[src/rtl/jk_cmd_sequencer.sv]
// Command FIFO feeding a JK driver: each {op,rep} entry drives J/K
// for rep+1 cycles, back-to-back, while tracking the downstream Q.
module jk_cmd_sequencer #(
  parameter int DEPTH = 4
) (
  input  logic                     clk,
  input  logic                     rst_n,
  input  logic                     cmd_valid,
  output logic                     cmd_ready,
  input  logic [1:0]               cmd_op,
  input  logic [2:0]               cmd_rep,
  output logic                     J,
  output logic                     K,
  output logic                     busy,
  output logic                     done,
  output logic                     q_model,
  output logic [$clog2(DEPTH):0]   level
);

  localparam int AW = $clog2(DEPTH);
  localparam int LW = AW + 1;
  localparam logic [LW-1:0] FULL = LW'(DEPTH);

  typedef enum logic {IDLE, DRIVE} state_t;

  state_t          state_q;
  state_t          state_d;
  logic [4:0]      mem [DEPTH];
  logic [AW-1:0]   wptr;
  logic [AW-1:0]   rptr;
  logic [LW-1:0]   level_q;
  logic [LW-1:0]   level_d;
  logic [2:0]      cnt_q;
  logic [2:0]      cnt_d;
  logic            j_q;
  logic            k_q;
  logic            j_d;
  logic            k_d;
  logic            q_q;
  logic            q_d;
  logic            push;
  logic            pop;
  logic            empty;
  logic [4:0]      head;

  assign empty     = (level_q == '0);
  assign cmd_ready = (level_q != FULL);
  assign push      = cmd_valid && cmd_ready;
  assign head      = mem[rptr];

  assign J       = j_q;
  assign K       = k_q;
  assign q_model = q_q;
  assign level   = level_q;
  assign busy    = (state_q == DRIVE);
  assign done    = (state_q == DRIVE) && (cnt_q == '0);

  always_ff @(posedge clk or negedge rst_n) begin
    if (!rst_n) begin
      state_q <= IDLE;
    end else begin
      state_q <= state_d;
    end
  end

  // Head is popped and loaded on the same edge, so commands run gap-free.
  always_comb begin
    state_d = state_q;
    j_d     = j_q;
    k_d     = k_q;
    cnt_d   = cnt_q;
    pop     = 1'b0;
    unique case (state_q)
      IDLE: begin
        if (!empty) begin
          pop     = 1'b1;
          j_d     = head[4];
          k_d     = head[3];
          cnt_d   = head[2:0];
          state_d = DRIVE;
        end else begin
          j_d = 1'b0;
          k_d = 1'b0;
        end
      end
      DRIVE: begin
        if (cnt_q != '0) begin
          cnt_d = cnt_q - 3'd1;
        end else if (!empty) begin
          pop   = 1'b1;
          j_d   = head[4];
          k_d   = head[3];
          cnt_d = head[2:0];
        end else begin
          j_d     = 1'b0;
          k_d     = 1'b0;
          state_d = IDLE;
        end
      end
      default: state_d = IDLE;
    endcase
  end

  always_comb begin
    q_d = q_q;
    unique case ({j_q, k_q})
      2'b00: q_d = q_q;
      2'b01: q_d = 1'b0;
      2'b10: q_d = 1'b1;
      2'b11: q_d = ~q_q;
      default: q_d = q_q;
    endcase
  end

  always_comb begin
    level_d = level_q;
    unique case ({push, pop})
      2'b10:   level_d = level_q + LW'(1);
      2'b01:   level_d = level_q - LW'(1);
      default: level_d = level_q;
    endcase
  end

  always_ff @(posedge clk) begin
    if (push) begin
      mem[wptr] <= {cmd_op, cmd_rep};
    end
  end

  always_ff @(posedge clk or negedge rst_n) begin
    if (!rst_n) begin
      wptr    <= '0;
      rptr    <= '0;
      level_q <= '0;
      cnt_q   <= '0;
      j_q     <= 1'b0;
      k_q     <= 1'b0;
      q_q     <= 1'b0;
    end else begin
      if (push) wptr <= wptr + AW'(1);
      if (pop)  rptr <= rptr + AW'(1);
      level_q <= level_d;
      cnt_q   <= cnt_d;
      j_q     <= j_d;
      k_q     <= k_d;
      q_q     <= q_d;
    end
  end

endmodule

[config.mk]
export PLATFORM = sky130hd
export DESIGN_NAME = jk_cmd_sequencer
export DESIGN_NICKNAME = d
export VERILOG_FILES = /design/src/rtl/jk_cmd_sequencer.sv
export SDC_FILE = /design/constraint.sdc
export NUM_CORES = 1
export LEC_CHECK = 0
export ABC_AREA = 1
export ABC_CLOCK_PERIOD_IN_PS = 2300
export CORE_ASPECT_RATIO = 1.1
export CORE_MARGIN = 8
export CORE_UTILIZATION = 25
export DETAILED_ROUTE_END_ITERATION = 12
export PLACE_DENSITY = 0.5
export SLEW_MARGIN = 20
export SYNTH_ARGS = -nofsm -noshare
export SYNTH_HDL_FRONTEND = slang
export SYNTH_SLANG_ARGS = --single-unit
[constraint.sdc]
create_clock -name clk -period 2.3 [get_ports clk]
set_input_delay 0.69 -clock clk [delete_from_list [all_inputs] [get_ports clk]]
set_output_delay 0.69 -clock clk [all_outputs]
set_load 0.01 [all_outputs]
[Yosys cells after proc, flatten, opt, wreduce, memory -nomap -nowiden]
Memory sizes are Yosys's and may differ from the RTL's.
Cells that the tools add are included.
Storage, ports and cells
  memories kept: 1
  flip-flop bits (word level): 14
  logic and storage cells: 48
  memory bits (writable): 20
  bits of input ports: 8
Operators by class
  reduce and logical (&&, ||, !) cells: 7
  mux-type cells: 18
  eq/ne operators: 7
  add/sub/neg operators: 5
  bitwise gates (word level): 2
Memories
  mem: words 4, width 5, rd ports 1, clocked after Yosys merged registers in 0, wr ports 1, line 28  | logic [4:0] mem [DEPTH];
Operator list (number)
  one-hot mux 3 bit (2 select lines): 2
  two-way mux 1 bit: 9
  one-hot mux 1 bit (2 select lines): 4
  == test 2 bit (second input constant): 3
  zero test 3 bit: 2
  two-way mux 3 bit: 2
  subtractor 3 x 1 -> 3 bit (second input constant): 2
  adder 2 x 1 -> 2 bit (second input constant): 2
  == test 2 x 1 -> 1 bit (second input constant): 2
  adder 3 x 1 -> 3 bit (second input constant): 1
  inequality test 3 bit (second input constant): 1
  one-hot mux 1 bit (3 select lines): 1
  nonzero test 3 bit: 1
  logical AND 1 bit: 2
  zero test 2 bit: 1
  inequality test 2 bit (second input constant): 1
  inverter 1 bit: 2
  nonzero test 2 bit: 1

[Logic depth before layout (Yosys ltp)]
Gate-level depths: netlist (run 1).
  depth after elaboration: 6
  gate-level depth with buffers: 12

[Worst setup path before layout (run 1)]
OpenSTA, ideal clock, no wires.
  path kind: flip-flop to flip-flop
  from: reg cnt_q[0]
  to: reg level_q[2] (netlist: level[2])
  library setup time: 0.079 ns
  cell stages (with the launch flop): 13
  arrival: 1.845 ns
  clock period less this slack: 1.925 ns
  data required time: 2.221 ns
  buffers on the path: 0
  setup slack: 0.375 ns
  cells stage by stage: dfrtp_1 inv_1 ha_1 nand2_2 nand2_4 nand2_4 inv_4 ha_1 inv_1 fa_1 or2_0 nand2_1 xor2_1
On the way
  cells in the longest elaborated chain, start to end: 5
  elaborated cells on any way between the ends: 7
  those cells by class: eq/ne (2); mux (3); reduce/logical (2)
Ends and longest elaborated chain
  start: declaration: line 33  | logic [2:0] cnt_q;
  start signal: assignment: line 143  | cnt_q <= cnt_d;
  nonzero test 3 bit *: line 87  | if (cnt_q != '0) begin
  two-way mux 1 bit *: line 87
  one-hot mux 1 bit (2 select lines) *: line 73  | unique case (state_q)
  via pop: line 42  | logic pop;
  == test 2 x 1 -> 1 bit / == test 2 bit (equally long branches): line 117  | unique case ({push, pop})
  one-hot mux 3 bit (2 select lines) / nonzero test 2 bit (equally long branches)
  end signal: assignment: line 142  | level_q <= level_d;
  end: declaration: line 31  | logic [LW-1:0] level_q;
Mark *: on every way through the listed nets, which the timed path passes. The rest lies on a longest branch.
A chain may end at the register's enable or synchronous reset.

[Worst setup path in the final report (run 1)]
  from: reg level_q[0] (netlist: level[0])
  to: out cmd_ready
On the way
  cells in the longest elaborated chain, start to end: 1
Ends and longest elaborated chain
  inequality test 3 bit: line 47  | assign cmd_ready = (level_q != FULL);
  end: declaration: line 9  | output logic cmd_ready,
No other way between the ends.

==> run metrics, run 1 <==
Netlist cell types=22; delay-heaviest family, CP=buffers and inverters; Internal=1510 µW; Period minus WS final=2100 ps; Post-DRT Antenna Nets=0; Mapped Nets=172; DR pass1 iterations=4; number of max-cap violations=0; Root Buffer=clkbuf_8; total CTS buffers=5; data arrival time of the worst path=1410 ps; FF-to-FF setup slack=230 ps; number of register bits inferred by synthesis=34; Pleak=0.000881 µW; DRT Wirelength=2790 µm; Die Y-Extent=99.9 µm; top cell type by total area after synthesis=edfxtp_1; Pwr Density=1260 mW/mm²; critical-path maximum fanout=4; Max-slew headroom=0.628; fin. max-slew vios=0; number of synthesized flops with an enable pin=20; Synth top area share=0.375; Period Utilization, post-route=0.913; CP max-delay cell=clkdlybuf4s50_1; initial antenna violation count=0; Cells after Synth=156; cts hold-fix bufs=0; CP bufs+invs=2; Worst setup EP type=output pin; first-pass GRT wire length=4830 µm; IO Port Bufs=16; Top FF cell, synth=edfxtp_1; total core area=0.00619 mm²; GR Util All Layers=0.0674; DR iter-0 viols=14; worst-path cell chain=inv_2 -> nand3_2 -> clkdlybuf4s50_1; grt ovf=0; CTS sink count=34; Cell Area, Synth=0.00160 mm²; Worst Hold Class=reg2reg; synth warn=0; Die ar.=0.00922 mm²; skew final=2.49 ps; DRC viols=0; Comb pwr share=0.421; share of synthesized flip-flops with an asynchronous set or reset=0.412; clock power share=0.166; WHS=480 ps; IO Count=17; Reg clk slew, reported paths=70 ps; postcts setup bufs=0; routability cong.=0.694; num rows=30; met3 wire length=182 µm; vias in the first global route=1,033; DR vias/cell=3.93; Synth top cells by count=43 x nand2_1, 21 x inv_1, 20 x edfxtp_1; CP max stage delay=490 ps; Syn-to-layout area delta=22.4%; drt wl/cell=10.6 µm; clk_lat worst skew=280 ps; H-tree depth=2; top-count cell post-synth=nand2_1; sw power=959 µW; dpl hpwl=2090 µm; Worst Max-Slew Pin Slew=558 ps; Seq/Total Area, Yosys=0.594; switching portion of total power=0.388; CTS tree=built; Final Hold Vio Count=0; wl on met1=1320 µm; RSZ-0062 raised after global routing=false; Die W=92.3 µm; Max Fclk=476 MHz; via count=1,037; Nets=199; share of power burned in registers=0.413; crit path kind=reg2out; CP required=1610 ps; top routing layer in use=met4; Max VDD drop=0.357 mV; status=complete, no violations; share of layout cells above drive strength 1=0.136; Setup TNS=0 ps; synth top area cells=edfxtp_1 38%, dfrtp_1 22%, nand2_1 10%; # setup viols final=0; post-synthesis area per instance=10.3 µm²; CTS max path bufs=2; Final Util=0.316; startpoint types=register; initial core utilization=0.258; met2 routed wirelength=1240 µm; largest net degree at the start of global routing=19; n_diodes=0
kinds of logic (layout without fill, tap and decap cells):
kind of cell               Yosys count  in the layout  synth area share
and+or+nand+nor                     67             67             0.189
DFF                                 34             34             0.594
buffers and inverters               29             57            0.0813
xor gates and xnor gates             5              5            0.0274
AOI/OAI and AO/OA                   13             13            0.0407
adders and majority gates            8              8            0.0672
what timing repair did:
item / in CTS / in global routing
hold endpoints to repair: 0 / 0
resized for setup: 1 / 0
endpoints found under the setup margin: 1 / 0
power groups by stage:
stage	clock (µW)	sequential [µW]	combinational, µW
after floorplan	0	990	768
after global placement	0	1040	1060
after detailed placement	0	1030	1070
after CTS	425	1020	1070
after global routing	458	1050	1220
final	411	1020	1040
sequential cells by signal, summed over array words and instances, names as in the netlist:
signal and flops:
K 1, busy 1, mem 20, cnt_q 3, wptr 2, J 1, q_model 1, level 3
rptr 2
layout make-up:
| type | instances | area, µm² |
|---|---|---|
| Clock buffer | 6 | 72.6 |
| Clock inverter | 2 | 8.76 |
| Fill cell | 637 | 4230 |
| Inverter | 27 | 104 |
| Multi-Input combinational cell | 93 | 519 |
| Sequential cell | 34 | 951 |
| Tap cell | 80 | 100 |
| Timing Repair Buffer | 22 | 204 |
metal layers:
layer | global-route usage | vias up
met5 | 0 | -
met4 | 0.0360 | 0
met3 | 0.0314 | 6
met2 | 0.100 | 24
met1 | 0.0790 | 462
li1 | - | 545
path summary, 6_finish.rpt:
| kind | start | to | cells after the start |
|---|---|---|---|
| setup / recovery | level[0] | cmd_ready | 3 |
| hold / removal | q_model | q_model | 1 |
| setup reg to reg | cnt_q[0] | level[2] | 12 |
| hold reg to reg | q_model | q_model | 1 |
| max in group asynchronous | rst_n | wptr[1] | 2 |
| min in group asynchronous | rst_n | level[1] | 2 |
per-stage QoR:
| step | instance area, µm² | power, µW | cells | setup slack (ps) |
|---|---|---|---|---|
| final | 1960 | 2470 | 264 | 200 |
| after global routing | 1960 | 2730 | 264 | 45.8 |
| after CTS | 1960 | 2520 | 264 | 173 |
| after detailed placement | 1880 | 2110 | 256 | 20.3 |
| after global placement | 1880 | 2100 | 256 | 42.6 |
| after floorplan | 1600 | 1760 | 156 | 375 |
layout by cell type, fill, tap and decap left out, types with 6 or more instances in the layout:
cell / synthesis / routed
nand2_1: 43 / 43
inv_1: 21 / 21
edfxtp_1: 20 / 20
clkdlybuf4s50_1: 0 / 15
dfrtp_1: 14 / 14
nand3_1: 7 / 7
nor2_1: 7 / 7
a21oi_1: 7 / 7
ha_1: 7 / 7
buf_4: 0 / 6
(Power assumes the default switching activity.)
==> run 2, diff against run 1 <==
--- a/config.mk
+++ b/config.mk
@@ -7,11 +7,13 @@
 export LEC_CHECK = 0
 export ABC_AREA = 1
 export ABC_CLOCK_PERIOD_IN_PS = 2300
+export CAP_MARGIN = 10
 export CORE_ASPECT_RATIO = 1.1
 export CORE_MARGIN = 8
 export CORE_UTILIZATION = 25
 export DETAILED_ROUTE_END_ITERATION = 12
-export PLACE_DENSITY = 0.5
+export DONT_BUFFER_PORTS = 1
+export PLACE_DENSITY = 0.46
 export SLEW_MARGIN = 20
 export SYNTH_ARGS = -nofsm -noshare
 export SYNTH_HDL_FRONTEND = slang
==> run metrics, run 2 (synthesis results as in run 1) <==
status=complete, no violations; DRT Wirelength=2950 µm; post-layout instance area=0.00176 mm²; RSZ-0062 raised after global routing=false; Die Y-Extent=99.9 µm; CP max stage delay=460 ps; Nets=178; Max VDD drop=0.390 mV; number of max-cap violations=0; reg2reg path depth=9; critical-path maximum fanout=8; clk_lat worst skew=290 ps; routability cong.=0.763; Setup crit end=level[2]; post_cts resized=0; Setup WS pre-CTS=258 ps; CTS max path bufs=2; vias in the first global route=990; worst setup margin=257 ps; Post-DP Area=0.00168 mm²; Pwr Density=1310 mW/mm²; H-tree depth=2; Pleak=0.000789 µW; initial core utilization=0.258; Reg clk slew, reported paths=70 ps; share of layout cells above drive strength 1=0.123; first-pass GRT wire length=4970 µm; worst-path cell chain=inv_2 -> nand3_2 -> nand2_2 -> ha_1 -> inv_1 -> fa_1 -> or2_0 -> nand2_1 -> xor2_1; n_diodes=0; Final Hold Vio Count=0; startpoint types=register; Root Buffer=clkbuf_8; num rows=30; # setup viols final=0; cts hold-fix bufs=0; Max Fclk=490 MHz; Post-DRT Antenna Nets=0; drt wl/cell=12.1 µm; fin. max-slew vios=0; DR pass1 iterations=4; Max-slew headroom=0.631; GR Util All Layers=0.0725; FF-to-FF setup slack=260 ps; start point of the critical path=level[0]; DR iter-0 viols=69; Worst Max-Slew Pin Slew=552 ps; grt ovf=0; CTS tree=built; dpl hpwl=2150 µm; Period Utilization, post-route=0.888; DR vias/cell=3.91; largest net degree at the start of global routing=19; CP required=2520 ps; most common cell after layout, fill and taps aside=nand2_1; CTS sink count=34; Worst Hold Class=in2async; data arrival time of the worst path=2260 ps; Setup TNS=0 ps; Die ar.=0.00922 mm²; Worst setup EP type=register; CP max-delay cell=dfrtp_1; total CTS buffers=5; skew final=4.22 ps; Fill cells=671; largest reg by FF count=mem; initial antenna violation count=0; Final Util=0.285; DRC viols=0; total core area=0.00619 mm²; Reg-to-Reg Start=level[0]; via count=951; Period minus WS final=2040 ps; IO Count=17; postcts setup bufs=0; max reg flops=20; RR Endpoint=level[2]; IO Port Bufs=0; Die W=92.3 µm; commonest cells after routing, fill and taps aside=43 x nand2_1, 21 x inv_1, 20 x edfxtp_1; crit path kind=reg2reg; Syn-to-layout area delta=10.2%
[run 2: cell count changes in the layout (fill, tap and decap cells not counted), sizes merged]
cell / before / now
clkdlybuf4s50: 15 / 0
buf: 6 / 1
dlygate4sd2: 1 / 0
[run 2: worst min-delay path by stage]
stage                      from  endpoint  cells past startpoint
after floorplan           rst_n         J                      0
after global placement    rst_n  level[1]                      0
after detailed placement  rst_n  level[1]                      0
after CTS                 rst_n      busy                      0
after global routing      rst_n  level[1]                      0
final                     rst_n         K                      0
[run 2: metrics by stage]
| stage | instances | hold WS [ps] | total power [µW] |
|---|---|---|---|
| floorplan | 156 | 394 | 1760 |
| global placement | 235 | 395 | 1930 |
| detailed placement | 235 | 395 | 1930 |
| CTS | 243 | 76.2 | 2370 |
| global route | 243 | 64.9 | 2560 |
| finish | 243 | 88.8 | 2320 |
[run 2: layout make-up]
cell class,count,area [µm²],area share
Sequential cell,34,951,0.539
Clock buffer,6,72.6,0.0412
Inverter,27,104,0.0589
Multi-Input combinational cell,93,519,0.295
Clock inverter,2,8.76,0.00497
Tap cell,80,100,0.0568
Timing Repair Buffer,1,7.51,0.00426
[run 2: worst max-delay path, delay by kind of cell, from the launching register on]
family	cells	cell delay [ps]
DFF	1	460
adders and majority gates	2	540
and+or+nand+nor	4	640
buffers and inverters	2	200
xor gates and xnor gates	1	140
[run 2: where the power goes]
group	switching, µW	internal (µW)
clock network	217	208
registers	196	853
logic	531	311
[run 2: per-layer routing]
| metal | GRT usage | wire (µm) | vias to the layer above | part of all wire |
|---|---|---|---|---|
| met5 | 0 | 0 | - | 0 |
| met4 | 0.0409 | 69 | 0 | 0.023 |
| met3 | 0.0463 | 300 | 7 | 0.10 |
| met2 | 0.110 | 1290 | 22 | 0.44 |
| met1 | 0.0750 | 1290 | 425 | 0.44 |
| li1 | - | - | 497 | - |
==> patch: new RTL, settings of run 1 <==
Reset style: synchronous (`rst_n`), changed in 2 clocked blocks.
--- a/src/rtl/jk_cmd_sequencer.sv
+++ b/src/rtl/jk_cmd_sequencer.sv
@@ -57,3 +57,3 @@
 
-  always_ff @(posedge clk or negedge rst_n) begin
+  always_ff @(posedge clk) begin
     if (!rst_n) begin
@@ -129,3 +129,3 @@
 
-  always_ff @(posedge clk or negedge rst_n) begin
+  always_ff @(posedge clk) begin
     if (!rst_n) begin
Check against the original RTL: differs if rst_n is asserted again (counterexample within 4 cycles, from zero or initial values and one cycle with rst_n low); with rst_n held inactive, the same outputs for 10 cycles.
==> patch against run 1 <==
  * Synthesized area is 3.5% higher
  * Worst setup slack gained 0.050 ns
  * Wire length increased by 12%
  * Count of clock-buffer cells in the layout is 1 lower
  * Power increased by 8.4%
  * Design area increased by 5.2%
  * Global-route usage is 0.45 points higher
  * Hold slack lost 0.015 ns
  * Sequential cell count up 2
  * Critical path depth stayed put
  * Clock skew up 0.0017 ns
  * Sequential power down 5%
  * Critical endpoint unchanged
==> patch: results (changes against run 1) <==
| Metric | Value |
|---|---|
| Skew final | 0.00419 ns (was 0.00249 ns) |
| Met3 Resource Use GR | 2.37% (was 3.14%) |
| Slowest stage delay, CP | 0.54 ns (was 0.49 ns) |
| Via count | 1,113 (was 1,037) |
| Fillers | 680 (was 637) |
| Hold Path End | q_model$_SDFFE_PN0P_ (was q_model$_DFFE_PN0P_) |
| WL met2 | 1580 µm (was 1240 µm) |
| Seq Cell Count | 36 (was 34) |
| R2r startpoint | cnt_q[0]$_SDFF_PN0_ (was cnt_q[0]$_DFF_PN0_) |
| Clk cell area share | 5.40% (was 4.15%) |
| Total track usage | 7.20% (was 6.74%) |
| Maximum vdd drop | 0.000456 V (was 0.000357 V) |
| Post-Syn Area | 1660 µm² (was 1600 µm²) |
| Tcrit/Tclk final | 89.1% (was 91.3%) |
| Post-Synthesis Cells | 173 (was 156) |
| Ys async rst share | 0% (was 41.2%) |
| Inverter count | 31 (was 27) |
| Metal3 WL | 104 µm (was 182 µm) |
| DP Cell Count | 275 (was 256) |
| Clock buffers | 5 (was 6) |
| Syn_nets | 189 (was 172) |
| HP Start | q_model$_SDFFE_PN0P_ (was q_model$_DFFE_PN0P_) |
| GR Util met2 | 12.1% (was 10.0%) |
| Hold Worst Slack | 0.466 ns (was 0.480 ns) |
| Nets | 216 (was 199) |
| Final wirelength | 3120 µm (was 2790 µm) |
| Status | finished clean (unchanged) |
| Placed Area | 1950 µm² (was 1880 µm²) |
| Routability cong. | 0.711 (was 0.694) |
| Post-DP HPWL | 2280 µm (was 2090 µm) |
| Rel. slew slack | 64.9% (was 62.8%) |
| Dpl ws | 0.0564 ns (was 0.0203 ns) |
| Clock group | 547 µW (was 411 µW) |
| Metal1 wirelength | 1380 µm (was 1320 µm) |
| Nonclk buf count | 21 (was 22) |
| Buffering overhead | 9.71% (was 10.4%) |
| Synth unique cells | 21 (was 22) |
| GRT met1 Usage | 7.67% (was 7.90%) |
| Share of post-route cells with drive strength above 1 | 21.4% (was 13.6%) |
| Top post-synthesis cells by count | 38 x nand2_1, 22 x inv_1, 20 x edfxtp_1 (was 43 x nand2_1, 21 x inv_1, 20 x edfxtp_1) |
| #MultiIn Comb | 105 (was 93) |
| WP data arrival | 1.36 ns (was 1.41 ns) |
| Sequential Power | 966 µW (was 1020 µW) |
| Starting DRT DRC Count | 57 (was 14) |
| Synth area leaders | edfxtp_1 36%, dfxtp_1 19%, nand2_1 8.6% (was edfxtp_1 38%, dfrtp_1 22%, nand2_1 10%) |
| Reg2reg end | level[2]$_SDFFE_PN0P_ (was level[2]$_DFFE_PN0P_) |
| CP Launch Point | level[1]$_SDFFE_PN0P_ (was level[0]$_DFFE_PN0P_) |
| Multi-input gate area | 608 µm² (was 519 µm²) |
| Path depth of the worst reg2reg path | 14 (was 12) |
| R2r setup slk | 0.28 ns (was 0.23 ns) |
| Post-cts resize count | 0 (was 1) |
| DR WL/cell | 11.0 µm (was 10.6 µm) |
| Largest net degree at the start of global routing | 13 (was 19) |
| PnR Total Power | 2680 µW (was 2470 µW) |
-- patch: cell types whose count changed after synthesis, sizes merged, moves of 4 or more --
cell / delta
nor2: +4
dfrtp: -14
o21ai: +4
inv: +4
a21oi: +8
dfxtp: +16
-- patch: kinds of logic (layout without fill, tap and decap cells) --
| kind of cell | count (synthesis) | count (layout) | share of synthesized area [%] |
|---|---|---|---|
| and+or+nand+nor | 70 | 70 | 19.9 |
| DFF | 36 | 36 | 55.6 |
| buffers and inverters | 32 | 60 | 7.86 |
| AOI/OAI and AO/OA | 25 | 25 | 9.14 |
| adders and majority gates | 8 | 8 | 6.50 |
| xor gates and xnor gates | 2 | 2 | 1.06 |
-- patch: worst register-to-register path, delay by kind of cell (launching register included) --
kind / cells / cell delay, ns
fa+ha+maj: 3 / 0.74
simple gates: 6 / 0.46
flops: 1 / 0.31
buf+inv: 3 / 0.25
compound gates: 2 / 0.18
